[src/rtl/seg7_pkg.sv]
`default_nettype none
// +--------------------------------------------------------------------------+
// | seg7_pkg : segment bit positions and the active-high hex font table      |
// | Revision : 1.0                                                           |
// +--------------------------------------------------------------------------+
package seg7_pkg;

   localparam int SEG_A = 0;
   localparam int SEG_B = 1;
   localparam int SEG_C = 2;
   localparam int SEG_D = 3;
   localparam int SEG_E = 4;
   localparam int SEG_F = 5;
   localparam int SEG_G = 6;

   // Entry n is the lit-segment set for hex digit n, bit SEG_A..SEG_G, 1 = lit.
   localparam logic [15:0][6:0] FONT = '{
      7'h71, 7'h79, 7'h5E, 7'h39, 7'h7C, 7'h77, 7'h67, 7'h7F,
      7'h07, 7'h7D, 7'h6D, 7'h66, 7'h4F, 7'h5B, 7'h06, 7'h3F
   };

endpackage
`default_nettype wire

[src/rtl/seg7_hex_decode.sv]
`default_nettype none
// +--------------------------------------------------------------------------+
// | seg7_hex_decode : combinational nibble to active-high 7-segment pattern  |
// | Revision : 1.0                                                           |
// +--------------------------------------------------------------------------+
module seg7_hex_decode
   import seg7_pkg::*;
(
   input  logic [3:0] nibble_i,
   output logic [6:0] pattern_o
);

   assign pattern_o = FONT[nibble_i];

endmodule
`default_nettype wire

[src/rtl/seg7_scan_mux.sv]
`default_nettype none
// +--------------------------------------------------------------------------+
// | seg7_scan_mux : multiplexed N-digit 7-segment driver with frame-latched  |
// |                 data, leading-zero blanking, decimal points and PWM       |
// | Revision : 1.0                                                           |
// +--------------------------------------------------------------------------+
module seg7_scan_mux
   import seg7_pkg::*;
#(
   parameter int NUM_DIGITS     = 4,
   parameter int DIV_W          = 20,
   parameter bit SEG_ACTIVE_LOW = 1'b1,
   parameter bit EN_ACTIVE_LOW  = 1'b1
)(
   input  logic                    clk_in,
   input  logic                    rst_in,
   input  logic [4*NUM_DIGITS-1:0] data_in,
   input  logic [NUM_DIGITS-1:0]   dp_in,
   input  logic                    blank_lz_in,
   input  logic [DIV_W-1:0]        clk_divide_in,
   input  logic [3:0]              bright_in,
   output logic [6:0]              segs_out,
   output logic                    dp_out,
   output logic [NUM_DIGITS-1:0]   enables_out,
   output logic                    frame_out
);

   localparam int                    IDX_W    = (NUM_DIGITS > 1) ? $clog2(NUM_DIGITS) : 1;
   localparam logic [IDX_W-1:0]      LAST_IDX = IDX_W'(NUM_DIGITS - 1);
   localparam logic [6:0]            SEG_XOR  = SEG_ACTIVE_LOW ? 7'h7F : 7'h00;
   localparam logic                  DP_XOR   = SEG_ACTIVE_LOW;
   localparam logic [NUM_DIGITS-1:0] EN_XOR   = EN_ACTIVE_LOW ? {NUM_DIGITS{1'b1}}
                                                              : {NUM_DIGITS{1'b0}};

   logic [DIV_W-1:0]        cnt_q, cnt_d;
   logic [IDX_W-1:0]        idx_q, idx_d;
   logic [3:0]              pwm_q, pwm_d;
   logic [4*NUM_DIGITS-1:0] data_sh_q, data_sh_d;
   logic [NUM_DIGITS-1:0]   dp_sh_q, dp_sh_d;
   logic                    blz_sh_q, blz_sh_d;
   logic                    frame_q;
   logic [6:0]              segs_q, segs_d;
   logic                    dp_q, dp_d;
   logic [NUM_DIGITS-1:0]   en_q, en_d;

   logic [DIV_W-1:0]        div_last;
   logic                    tick;
   logic                    frame_tick;

   logic                    lz_run;
   logic [NUM_DIGITS-1:0]   blank_vec;
   logic [NUM_DIGITS-1:0]   onehot;
   logic [3:0]              cur_nib;
   logic                    cur_dp;
   logic                    cur_blank;
   logic [6:0]              pattern;

   // Prescaler, digit index and frame latch. The >= compare recovers at once
   // when the divide value is lowered below the running count.
   always_comb begin
      div_last   = (clk_divide_in == '0) ? '0 : clk_divide_in - DIV_W'(1);
      tick       = (cnt_q >= div_last);
      frame_tick = tick && (idx_q == LAST_IDX);
      cnt_d      = tick ? '0 : cnt_q + DIV_W'(1);
      idx_d      = idx_q;
      if (tick) begin
         idx_d = frame_tick ? '0 : idx_q + IDX_W'(1);
      end
      pwm_d      = pwm_q + 4'd1;
      data_sh_d  = frame_tick ? data_in     : data_sh_q;
      dp_sh_d    = frame_tick ? dp_in       : dp_sh_q;
      blz_sh_d   = frame_tick ? blank_lz_in : blz_sh_q;
   end

   // Blanking walks down from the most significant digit while nibbles are zero.
   always_comb begin
      lz_run    = 1'b1;
      blank_vec = '0;
      for (int i = NUM_DIGITS - 1; i >= 0; i--) begin
         lz_run = lz_run & (data_sh_q[4*i +: 4] == 4'h0);
         if (i > 0) begin
            blank_vec[i] = blz_sh_q & lz_run;
         end
      end
      cur_nib   = 4'h0;
      cur_dp    = 1'b0;
      cur_blank = 1'b0;
      onehot    = '0;
      for (int i = 0; i < NUM_DIGITS; i++) begin
         if (idx_q == IDX_W'(i)) begin
            cur_nib   = data_sh_q[4*i +: 4];
            cur_dp    = dp_sh_q[i];
            cur_blank = blank_vec[i];
            onehot[i] = 1'b1;
         end
      end
   end

   seg7_hex_decode u_decode (
      .nibble_i  (cur_nib),
      .pattern_o (pattern)
   );

   always_comb begin
      segs_d = (cur_blank ? 7'h00 : pattern) ^ SEG_XOR;
      dp_d   = (cur_dp & ~cur_blank) ^ DP_XOR;
      en_d   = ((!cur_blank && (pwm_q <= bright_in)) ? onehot : '0) ^ EN_XOR;
   end

   always_ff @(posedge clk_in or posedge rst_in) begin
      if (rst_in) begin
         cnt_q     <= '0;
         idx_q     <= '0;
         pwm_q     <= '0;
         data_sh_q <= '0;
         dp_sh_q   <= '0;
         blz_sh_q  <= 1'b0;
         frame_q   <= 1'b0;
         segs_q    <= SEG_XOR;
         dp_q      <= DP_XOR;
         en_q      <= EN_XOR;
      end else begin
         cnt_q     <= cnt_d;
         idx_q     <= idx_d;
         pwm_q     <= pwm_d;
         data_sh_q <= data_sh_d;
         dp_sh_q   <= dp_sh_d;
         blz_sh_q  <= blz_sh_d;
         frame_q   <= frame_tick;
         segs_q    <= segs_d;
         dp_q      <= dp_d;
         en_q      <= en_d;
      end
   end

   assign segs_out    = segs_q;
   assign dp_out      = dp_q;
   assign enables_out = en_q;
   assign frame_out   = frame_q;

endmodule
`default_nettype wire
[config.mk]
export PLATFORM = sky130hd
export DESIGN_NAME = seg7_scan_mux
export DESIGN_NICKNAME = d
export VERILOG_FILES = /design/src/rtl/seg7_pkg.sv /design/src/rtl/seg7_hex_decode.sv /design/src/rtl/seg7_scan_mux.sv
export SDC_FILE = /design/constraint.sdc
export NUM_CORES = 1
export LEC_CHECK = 0
export ABC_AREA = 0
export BUFFER_PORTS_ARGS = -buffer_cell sky130_fd_sc_hd__clkbuf_2
export CAP_MARGIN = 20
export CORE_MARGIN = 4
export CORE_UTILIZATION = 40
export DETAILED_ROUTE_END_ITERATION = 7
export GPL_TIMING_DRIVEN = 0
export PLACE_DENSITY = 0.6
export SYNTH_ARGS = -nofsm -noshare
export SYNTH_HDL_FRONTEND = slang
export SYNTH_SLANG_ARGS = --single-unit
[constraint.sdc]
create_clock -name clk_in -period 3.05 [get_ports clk_in]
set_clock_uncertainty 0.15 [all_clocks]
set_input_delay 0.7625 -clock clk_in [delete_from_list [all_inputs] [get_ports clk_in]]
set_output_delay 0.7625 -clock clk_in [all_outputs]
set_load 0.05 [all_outputs]
# Word-level counts from Yosys, hierarchy flattened
# Memory sizes are Yosys's and may differ from the RTL's.
# Index checks and enable logic that the tools add are counted.
[word_totals]
register_bits = 60
latch_bits = 0
ramBits = 0
mem_bits_ro = 112
in_bits = 47
output_inout_bits = 13
mem_count = 1
[op_classes]
add_sub_neg = 4
mul = 0
n_div = 0
order_cmp = 3
eq_ne = 3
shift = 0
muxes = 21
bitwise_logic = 10
n_reduce_logical = 8
[mem_list]
columns = ["name", "depth", "word_bits", "rd", "rd_ports_with_merged_regs", "wr", "line", "source"]
rows = [
  ["(name not given)", 16, 7, 1, 0, 0, "seg7_hex_decode.sv:13", "assign pattern_o = FONT[nibble_i];"],
]
[op_table]
columns = ["operator", "count"]
rows = [
  ["$mux W20", 2],
  ["$add A20 B1 Y20 const B", 1],
  ["$ge A20 B20 Y1", 1],
  ["$logic_not A20 Y1", 1],
  ["$mux W4", 5],
  ["$sub A20 B1 Y20 const B", 1],
  ["$mux W7", 2],
  ["$logic_not A4 Y1", 3],
  ["$mux W1", 11],
  ["$not A7 Y7", 1],
  ["$and A1 B1 Y1", 6],
  ["$lt A4 B5 Y1 const B", 1],
  ["$add A4 B1 Y4 const B", 1],
  ["$eq A2 B2 Y1 const B", 2],
  ["$le A4 B4 Y1", 1],
  ["$not A4 Y4", 1],
  ["$add A2 B1 Y2 const B", 1],
  ["$eq A2 B1 Y1 const B", 1],
  ["$logic_and A1 B1 Y1", 2],
  ["$logic_not A2 Y1", 1],
  ["$mux W2", 1],
  ["$not A1 Y1", 2],
  ["$logic_not A1 Y1", 1],
]

# Logic depth before layout (Yosys ltp)
# Gate-level depths: netlist of the first run.
[logic_depth]
depth_word = 11
mapped_depth = 16
ltp_nobuf = 14

# Hierarchy
# Synthesis of the first run repeated with hierarchy kept, for this count alone.
[unflattened]
hier_cells = 395
hier_area_um2 = 3786.1
[modules_own_cells]
columns = ["module", "instances", "cells_per_inst", "area_per_inst_um2", "seq_area_each_um2"]
rows = [
  ["seg7_scan_mux", 1, 354, 3488.3, 1516.5],
  ["seg7_hex_decode", 1, 41, 297.8, 0.0],
]

# Least setup slack after synthesis of the first run
# Ideal clock, no wire load.
[synth_path]
path_type = "input port to flip-flop"
startpoint = "in clk_divide_in[1]"
endpoint = "reg data_sh_q[0]"
setup_ps = 125
t_arrival_ps = 4013
required_ps = 2775
setup_slack_ps = -1238
stages = 15
n_path_buf = 2
cell_sequence = "or4_4 or3_1 buf_2 nor2_1 nand2_1 xor2_1 or2_1 ha_1 a21oi_1 o21ai_0 a221oi_1 o311ai_2 nand2_1 buf_2 mux2_2"
[synth_via]
elab_chain_cells = 4
elab_cells_between_ends = 5
cone_classes = "add/sub (1); order compare (1); mux (1); reduce/logical (2)"
[synth_lines]
columns = ["element", "line", "source"]
rows = [
  ["start: declaration", "seg7_scan_mux.sv:20", "input logic [DIV_W-1:0] clk_divide_in,"],
  ["$sub A20 B1 Y20 / $logic_not A20 Y1 (equally long branches)", "seg7_scan_mux.sv:61", "div_last = (clk_divide_in == '0) ? '0 : clk_divide_in - DIV_W'(1);"],
  ["$mux W20 *", "seg7_scan_mux.sv:61", ""],
  ["$ge A20 B20 Y1 *", "seg7_scan_mux.sv:62", "tick = (cnt_q >= div_last);"],
  ["$logic_and A1 B1 Y1 *", "seg7_scan_mux.sv:63", "frame_tick = tick && (idx_q == LAST_IDX);"],
  ["end signal: assignment", "seg7_scan_mux.sv:126", "data_sh_q <= data_sh_d;"],
  ["end: declaration", "seg7_scan_mux.sv:38", "logic [4*NUM_DIGITS-1:0] data_sh_q, data_sh_d;"],
]
# Every way passes the cells marked *; elsewhere a longest branch is shown, timed or not.
# A chain may end at the register's enable or synchronous reset.

# Final worst setup path of the first run
[layout_path]
startpoint = "in clk_divide_in[7]"
endpoint = "reg dp_sh_q[2]"
[layout_via]
elab_chain_cells = 4
elab_cells_between_ends = 5
cone_classes = "add/sub (1); order compare (1); mux (1); reduce/logical (2)"
[layout_lines]
columns = ["element", "line", "source"]
rows = [
  ["$sub A20 B1 Y20 / $logic_not A20 Y1 (equally long branches)", "seg7_scan_mux.sv:61", ""],
  ["$mux W20 *", "seg7_scan_mux.sv:61", ""],
  ["$ge A20 B20 Y1 *", "seg7_scan_mux.sv:62", ""],
  ["$logic_and A1 B1 Y1 *", "seg7_scan_mux.sv:63", ""],
  ["end signal: assignment", "seg7_scan_mux.sv:127", "dp_sh_q <= dp_sh_d;"],
  ["end: declaration", "seg7_scan_mux.sv:39", "logic [NUM_DIGITS-1:0] dp_sh_q, dp_sh_d;"],
]
# Marks and branches as above.

==> run summary, run 1 <==
status - finished, violations left
violated checks - negative setup slack
Max rail drop VDD - 0.3374 mV
Critical Path Slowest Stage Cell - or4_4
DIE AREA - 0.01097 mm^2
Port Buffers - 59
vias in the first global route - 3142
htree depth - 3
Critical Path AT - 4030 ps
ANT nets after route - 0
Worst-Margin Slew - 751.4 ps
final WL - 8257 um
residual DRC count - 0
count of cell types in the netlist - 49
Leak - 2.397 nW
EDFF count, synth - 0
layout cells sized above 1 - 34.66%
core footprint - 0.009153 mm^2
required time worst endpoint - 3120 ps
critical path type - primary input to flip-flop
Cells after Synth - 387
clock tree sinks - 60
Util after Layout - 53.32%
Fill cells - 819
Routed WL per cell - 13.99 um
number of synthesized register bits - 60
first-pass GRT wire length - 14530 um
root buffer cell - clkbuf_8
syn avg cell area - 9.670 um^2
Synth Cell Area - 0.003742 mm^2
async set or reset register ratio after synthesis - 100.0%
clock-pin transition on the worst setup and hold timing paths - 60 ps
worst-path maximum fanout - 6
CTS Buf Count - 9
Setup TNS - -33490 ps
Vias - 3039
largest stage delay on the critical path - 480 ps
total power - 0.003996 W
fin nets - 558
via density per instance - 5.151
Hold Vio Cnt, Final - 0
sequential fraction of the synthesis area - 40.52%
CTS Buffer Depth - 2
initial antenna violation count - 0
Die Height - 104.7 um
final slew viol count - 0
Top FF cell, synth - dfrtp_1
Ys Warns - 0
final worst path period share - 129.8%
final worst slack - -907.9 ps
Min Hold Slack - 249.6 ps
power density cells - 818.9 mW/mm^2
GRT overflow - 0
crit path cell chain - clkbuf_2 > or3_4 > or4_4 > nor2_4 > nand2_4 > or2_4 > buf_6 > nand2_1 > ha_1 > nand2_1 > o21ai_2 > a221oi_4 > o311ai_4 > nand2_4 > clkbuf_16 > mux2_2
Worst setup EP type - flip-flop
FP Rows - 35
routability cong. - 0.7653
most frequent cells in the layout - 57 x clkbuf_2, 48 x dfrtp_1, 43 x nand2_1, 35 x ha_1, 25 x nor2_1
DRT iter0 DRCs - 95
min-delay worst type - primary input to asynchronous set/reset pin
# diodes - 0
Starting Density - 40.89%
cts-stage hold buffer count - 0
total track usage - 16.07%
area delta synth->final - 30.39%
most common cell after layout, fill and taps aside - clkbuf_2
I/O pins - 60
largest net degree at the start of global routing - 42
CP Launch Type - primary input
DRT Pass-1 Iters - 4
Die W - 104.7 um
FF+latch area - 0.001516 mm^2
Fmax - 252.7 MHz
Relative slew margins - 49.20%
Max Cap Viol - 0
HPWL after DPL - 5955 um
area occupied by multi-input gates - 0.002332 mm^2
final setup fails - 44
synthesized netlist net count - 471
minimum clock period - 3958 ps
clk_lat worst skew - 330 ps
RSZ-0062 raised after global routing - true
CTS tree - done
layout make-up:
| cell class | count | share of cell area [%] |
|---|---|---|
| tap | 111 | 2.846 |
| timing repair buffer | 76 | 10.23 |
| multi-input combinational | 296 | 47.79 |
| clock buffer | 15 | 3.410 |
| clock inverter | 1 | 0.6154 |
| inverter | 21 | 1.615 |
| buffer | 10 | 2.410 |
| sequential | 60 | 31.08 |
final timing paths:
check,start,to,slack (ps),cells past startpoint
min,rst_in,pwm_q[3]$_DFF_PP0_,250,2
max in group asynchronous,rst_in,dp_out$_DFF_PP1_,1880,3
min reg2reg,pwm_q[0]$_DFF_PP0_,pwm_q[0]$_DFF_PP0_,330,1
max reg2reg,idx_q[0]$_DFFE_PP0N_,segs_out[3]$_DFF_PP1_,160,10
max,clk_divide_in[7],dp_sh_q[2]$_DFFE_PP0P_,-910,16
min in group clk_in,pwm_q[0]$_DFF_PP0_,pwm_q[0]$_DFF_PP0_,330,1
flip-flops by register name (all words and copies together), names as in the netlist:
signal,cells
idx_q,2
segs_out,7
blz_sh_q,1
dp_sh_q,4
data_sh_q,16
enables_out,4
cnt_q,20
dp_out,1
frame_out,1
pwm_q,4
layer usage:
layer / routed length, um / track usage (%) / up-vias / part of all wire (%)
li1: - / - / 1527 / -
met1: 3689 / 19.95 / 1438 / 45
met2: 4104 / 27.68 / 68 / 50
met3: 386 / 3.274 / 6 / 4.7
met4: 76 / 5.623 / 0 / 0.92
met5: 0 / 0 / - / 0
where the power goes:
part           leakage, nW  internal (W)  switching, W
registers            0.739       0.00114      0.000220
logic                 1.56      0.000810       0.00111
clock network       0.0979      0.000424      0.000289
total                 2.40       0.00238       0.00162
repair_timing:
| item | in CTS | in global routing |
|---|---|---|
| setup endpoints to repair | 44 | 49 |
| cloned | 4 | 1 |
| pin swaps | 21 | 4 |
| gates resized for setup | 45 | 17 |
| setup buffers | 9 | 3 |
worst max-delay path, delay by kind of cell:
| family | cells | cell delay, ps |
|---|---|---|
| adder cells (fa/ha/maj) | 1 | 220 |
| multiplexers | 1 | 320 |
| buffers and inverters | 3 | 420 |
| AO/OA/AOI/OAI | 3 | 590 |
| AND/OR/NAND/NOR | 8 | 1710 |
Yosys cell counts (4+ instances only):
cell | n | area share [%]
nand2b_1 | 4 | 0.67
ha_1 | 37 | 12
clkbuf_1 | 6 | 0.60
o21ai_0 | 15 | 2.0
nor2_1 | 37 | 3.7
dfrtp_1 | 48 | 32
dfstp_2 | 12 | 8.4
nand4_1 | 6 | 1.0
nor3_1 | 7 | 0.94
mux2_2 | 21 | 6.3
nand3_1 | 12 | 1.6
inv_1 | 21 | 2.1
xor2_1 | 19 | 4.4
xnor2_1 | 12 | 2.8
a21oi_1 | 23 | 3.1
nand2_1 | 46 | 4.6
mux2i_1 | 4 | 1.1
cells by family (layout without fill, tap and decap cells):
group	Yosys count	in the layout	synth area share, %
AO/OA/AOI/OAI	63	63	10.57
XOR/XNOR	31	31	7.255
adder cells (fa/ha/maj)	37	37	12.37
buffers and inverters	31	123	3.410
flip-flops	60	60	40.52
multiplexers	25	25	7.389
AND/OR/NAND/NOR	140	140	18.49
metrics by stage:
| step | setup WS [ps] | instance area, um^2 | cells |
|---|---|---|---|
| after floorplan | -1012 | 3820 | 387 |
| after global placement | -1395 | 4254 | 557 |
| after detailed placement | -1426 | 4274 | 558 |
| after CTS | -922.9 | 4778 | 587 |
| after global routing | -1062 | 4880 | 590 |
| final | -907.9 | 4880 | 590 |
No activity file was read; power rests on OpenSTA's default activity.
==> run 2, diff against run 1 <==
- PLACE_DENSITY: 0.6 -> unset
- PLACE_DENSITY_LB_ADDON: unset -> 0.15
==> run 2 against run 1 <==
  * The flow still finishes with violations (negative setup slack)
  * Critical path depth down 1
  * Wire length grew 1.5%
  * Sequential power barely moved
  * Setup slack got worse by 1.5 ps
  * Clock-buffer cell count down 3
  * Critical endpoint is now data_sh_q[5]$_DFFE_PP0P_
  * Highest routed layer unchanged
  * Register-to-register slack improved by 20 ps
  * Die area unchanged
  * Core utilization shrank 0.21 points
==> run summary, run 2 (same netlist as run 1, synthesis figures left out) <==
final worst slack - -909.4 ps
Flop pwr share - 34.2%
internal power - 0.002397 W
Routed WL per cell - 14.17 um
initial antenna violation count - 0
layout cells sized above 1 - 34.79%
worst-path maximum fanout - 6
# diodes - 0
area delta synth->final - 29.89%
DRT Pass-1 Iters - 4
largest net degree at the start of global routing - 36
Worst setup EP type - flip-flop
CTS Buf Count - 9
power density cells - 821.7 mW/mm^2
switching share of power - 39.99%
Largest register FFs - 20
Max Cap Viol - 0
via density per instance - 5.125
Reg with most FFs - cnt_q
final slew viol count - 0
CTS Buffer Depth - 2
residual DRC count - 0
RSZ-0062 raised after global routing - true
Critical Path Slowest Stage Cell - or4_4
largest stage delay on the critical path - 530 ps
final WL - 8377 um
violated checks - negative setup slack
first-pass GRT wire length - 14080 um
ANT nets after route - 0
final cell count without fillers - 591
minimum clock period - 3959 ps
Critical Path AT - 4020 ps
min-delay worst type - primary input to asynchronous set/reset pin
vias in the first global route - 3090
Starting Density - 40.89%
Port Buffers - 59
combinational power share - 46.3%
required time worst endpoint - 3110 ps
Relative slew margins - 51.30%
total track usage - 15.52%
htree depth - 3
Worst-Margin Slew - 720.3 ps
DP Cell Count - 558
DRT iter0 DRCs - 55
clock tree sinks - 60
critical path type - primary input to flip-flop
fin nets - 559
Die W - 104.7 um
reg-to-reg startpoint - idx_q[0]$_DFFE_PP0N_
core footprint - 0.009153 mm^2
FP Rows - 35
routability cong. - 0.8042
Max rail drop VDD - 0.3489 mV
final worst path period share - 129.8%
HPWL after DPL - 6115 um
Clock power frac - 19.5%
Die Height - 104.7 um
CP Launch Type - primary input
Psw - 0.001597 W
Fmax - 252.6 MHz
I/O pins - 60
Hold Vio Cnt, Final - 0
Vias - 3029
most common cell after layout, fill and taps aside - clkbuf_2
placed cell areas - 0.004274 mm^2
crit path cell chain - buf_6 > or4_4 > or3_4 > nor2_4 > nand2_1 > xor2_1 > or2_1 > ha_4 > a21oi_2 > o21ai_4 > a221oi_4 > o311ai_4 > nand2_4 > clkbuf_16 > mux2_2
Leak - 2.409 nW
area of all placed cells without fillers - 0.004861 mm^2
Fill cells - 843
CP startpoint - clk_divide_in[1]
status - finished, violations left
most frequent cells in the layout - 56 x clkbuf_2, 48 x dfrtp_1, 40 x nand2_1, 33 x nor2_1, 32 x ha_1
CTS tree - done
final setup fails - 44
root buffer cell - clkbuf_8
clk_lat worst skew - 330 ps
clock-pin transition on the worst setup and hold timing paths - 70 ps
GRT overflow - 0
cts-stage hold buffer count - 0
DIE AREA - 0.01097 mm^2
run 2: cell count changes in the layout (fill, tap and decap cells not counted), sizes merged:
cell / previous run / this run
buf: 20 / 23
clkinv: 0 / 1
bufinv: 1 / 2
clkinvlp: 0 / 1
clkbuf: 81 / 76
run 2: final timing paths:
check,end,slack (ps),cells past startpoint
min in group clk_in,pwm_q[0]$_DFF_PP0_,320,1
max in group asynchronous,segs_out[1]$_DFF_PP1_,1780,3
worst min register to register,pwm_q[0]$_DFF_PP0_,320,1
worst max-delay path,data_sh_q[5]$_DFFE_PP0P_,-910,15
worst max register to register,segs_out[3]$_DFF_PP1_,180,9
worst min-delay path,cnt_q[6]$_DFF_PP0_,320,2
run 2: power groups by stage:
stage	clock network [W]	logic [W]	registers [W]
finish	0.000779	0.00185	0.00136
global route	0.000834	0.00208	0.00141
CTS	0.000802	0.00182	0.00136
detailed placement	0	0.00172	0.00137
global placement	0	0.00168	0.00136
floorplan	0	0.00112	0.00156
run 2: area by class of cell:
type | instances | area, um^2 | share of cell area (%)
plain buffers | 9 | 73.82 | 1.519
clock buffers | 12 | 145.1 | 2.986
clock inverters | 4 | 72.57 | 1.493
inverters | 21 | 78.83 | 1.622
multi-input cells | 296 | 2337 | 48.08
flip-flops and latches | 60 | 1516 | 31.20
well taps | 111 | 138.9 | 2.857
repair buffers | 78 | 498.0 | 10.24
run 2: layer usage:
metal | vias up | global-route usage [%] | wire [um]
li1 | 1531 | - | -
met4 | 0 | 6.279 | 154
met1 | 1422 | 19.64 | 3800
met2 | 64 | 26.86 | 4182
met5 | - | 0 | 0
met3 | 12 | 1.853 | 240
run 2: through the flow:
step	hold slack [ps]	power, W	setup slack (ps)	util [%]	setup TNS, ps
after floorplan	290.2	0.002682	-1012	-	-35770
after global placement	315.2	0.003036	-1415	46.48	-58950
after detailed placement	316.7	0.003083	-1455	46.70	-54630
after CTS	328.0	0.003985	-927.9	51.82	-34800
after global routing	347.4	0.004317	-1033	53.11	-39720
final	320.3	0.003994	-909.4	53.11	-33580
run 2: worst max-delay path, delay by kind of cell:
kind	cells	cell delay (ps)
simple gates	6	1530
compound gates	4	760
buf+inv	2	260
fa+ha+maj	1	240
mux	1	320
xor+xnor	1	150
run 2: repair_timing:
action / 4_1_cts / 5_1_grt
buffers inserted: 13 / 3
cloned: 1 / 2
endpoints found under the setup margin: 44 / 49
gates resized for setup: 34 / 17
pin swaps: 2 / 2
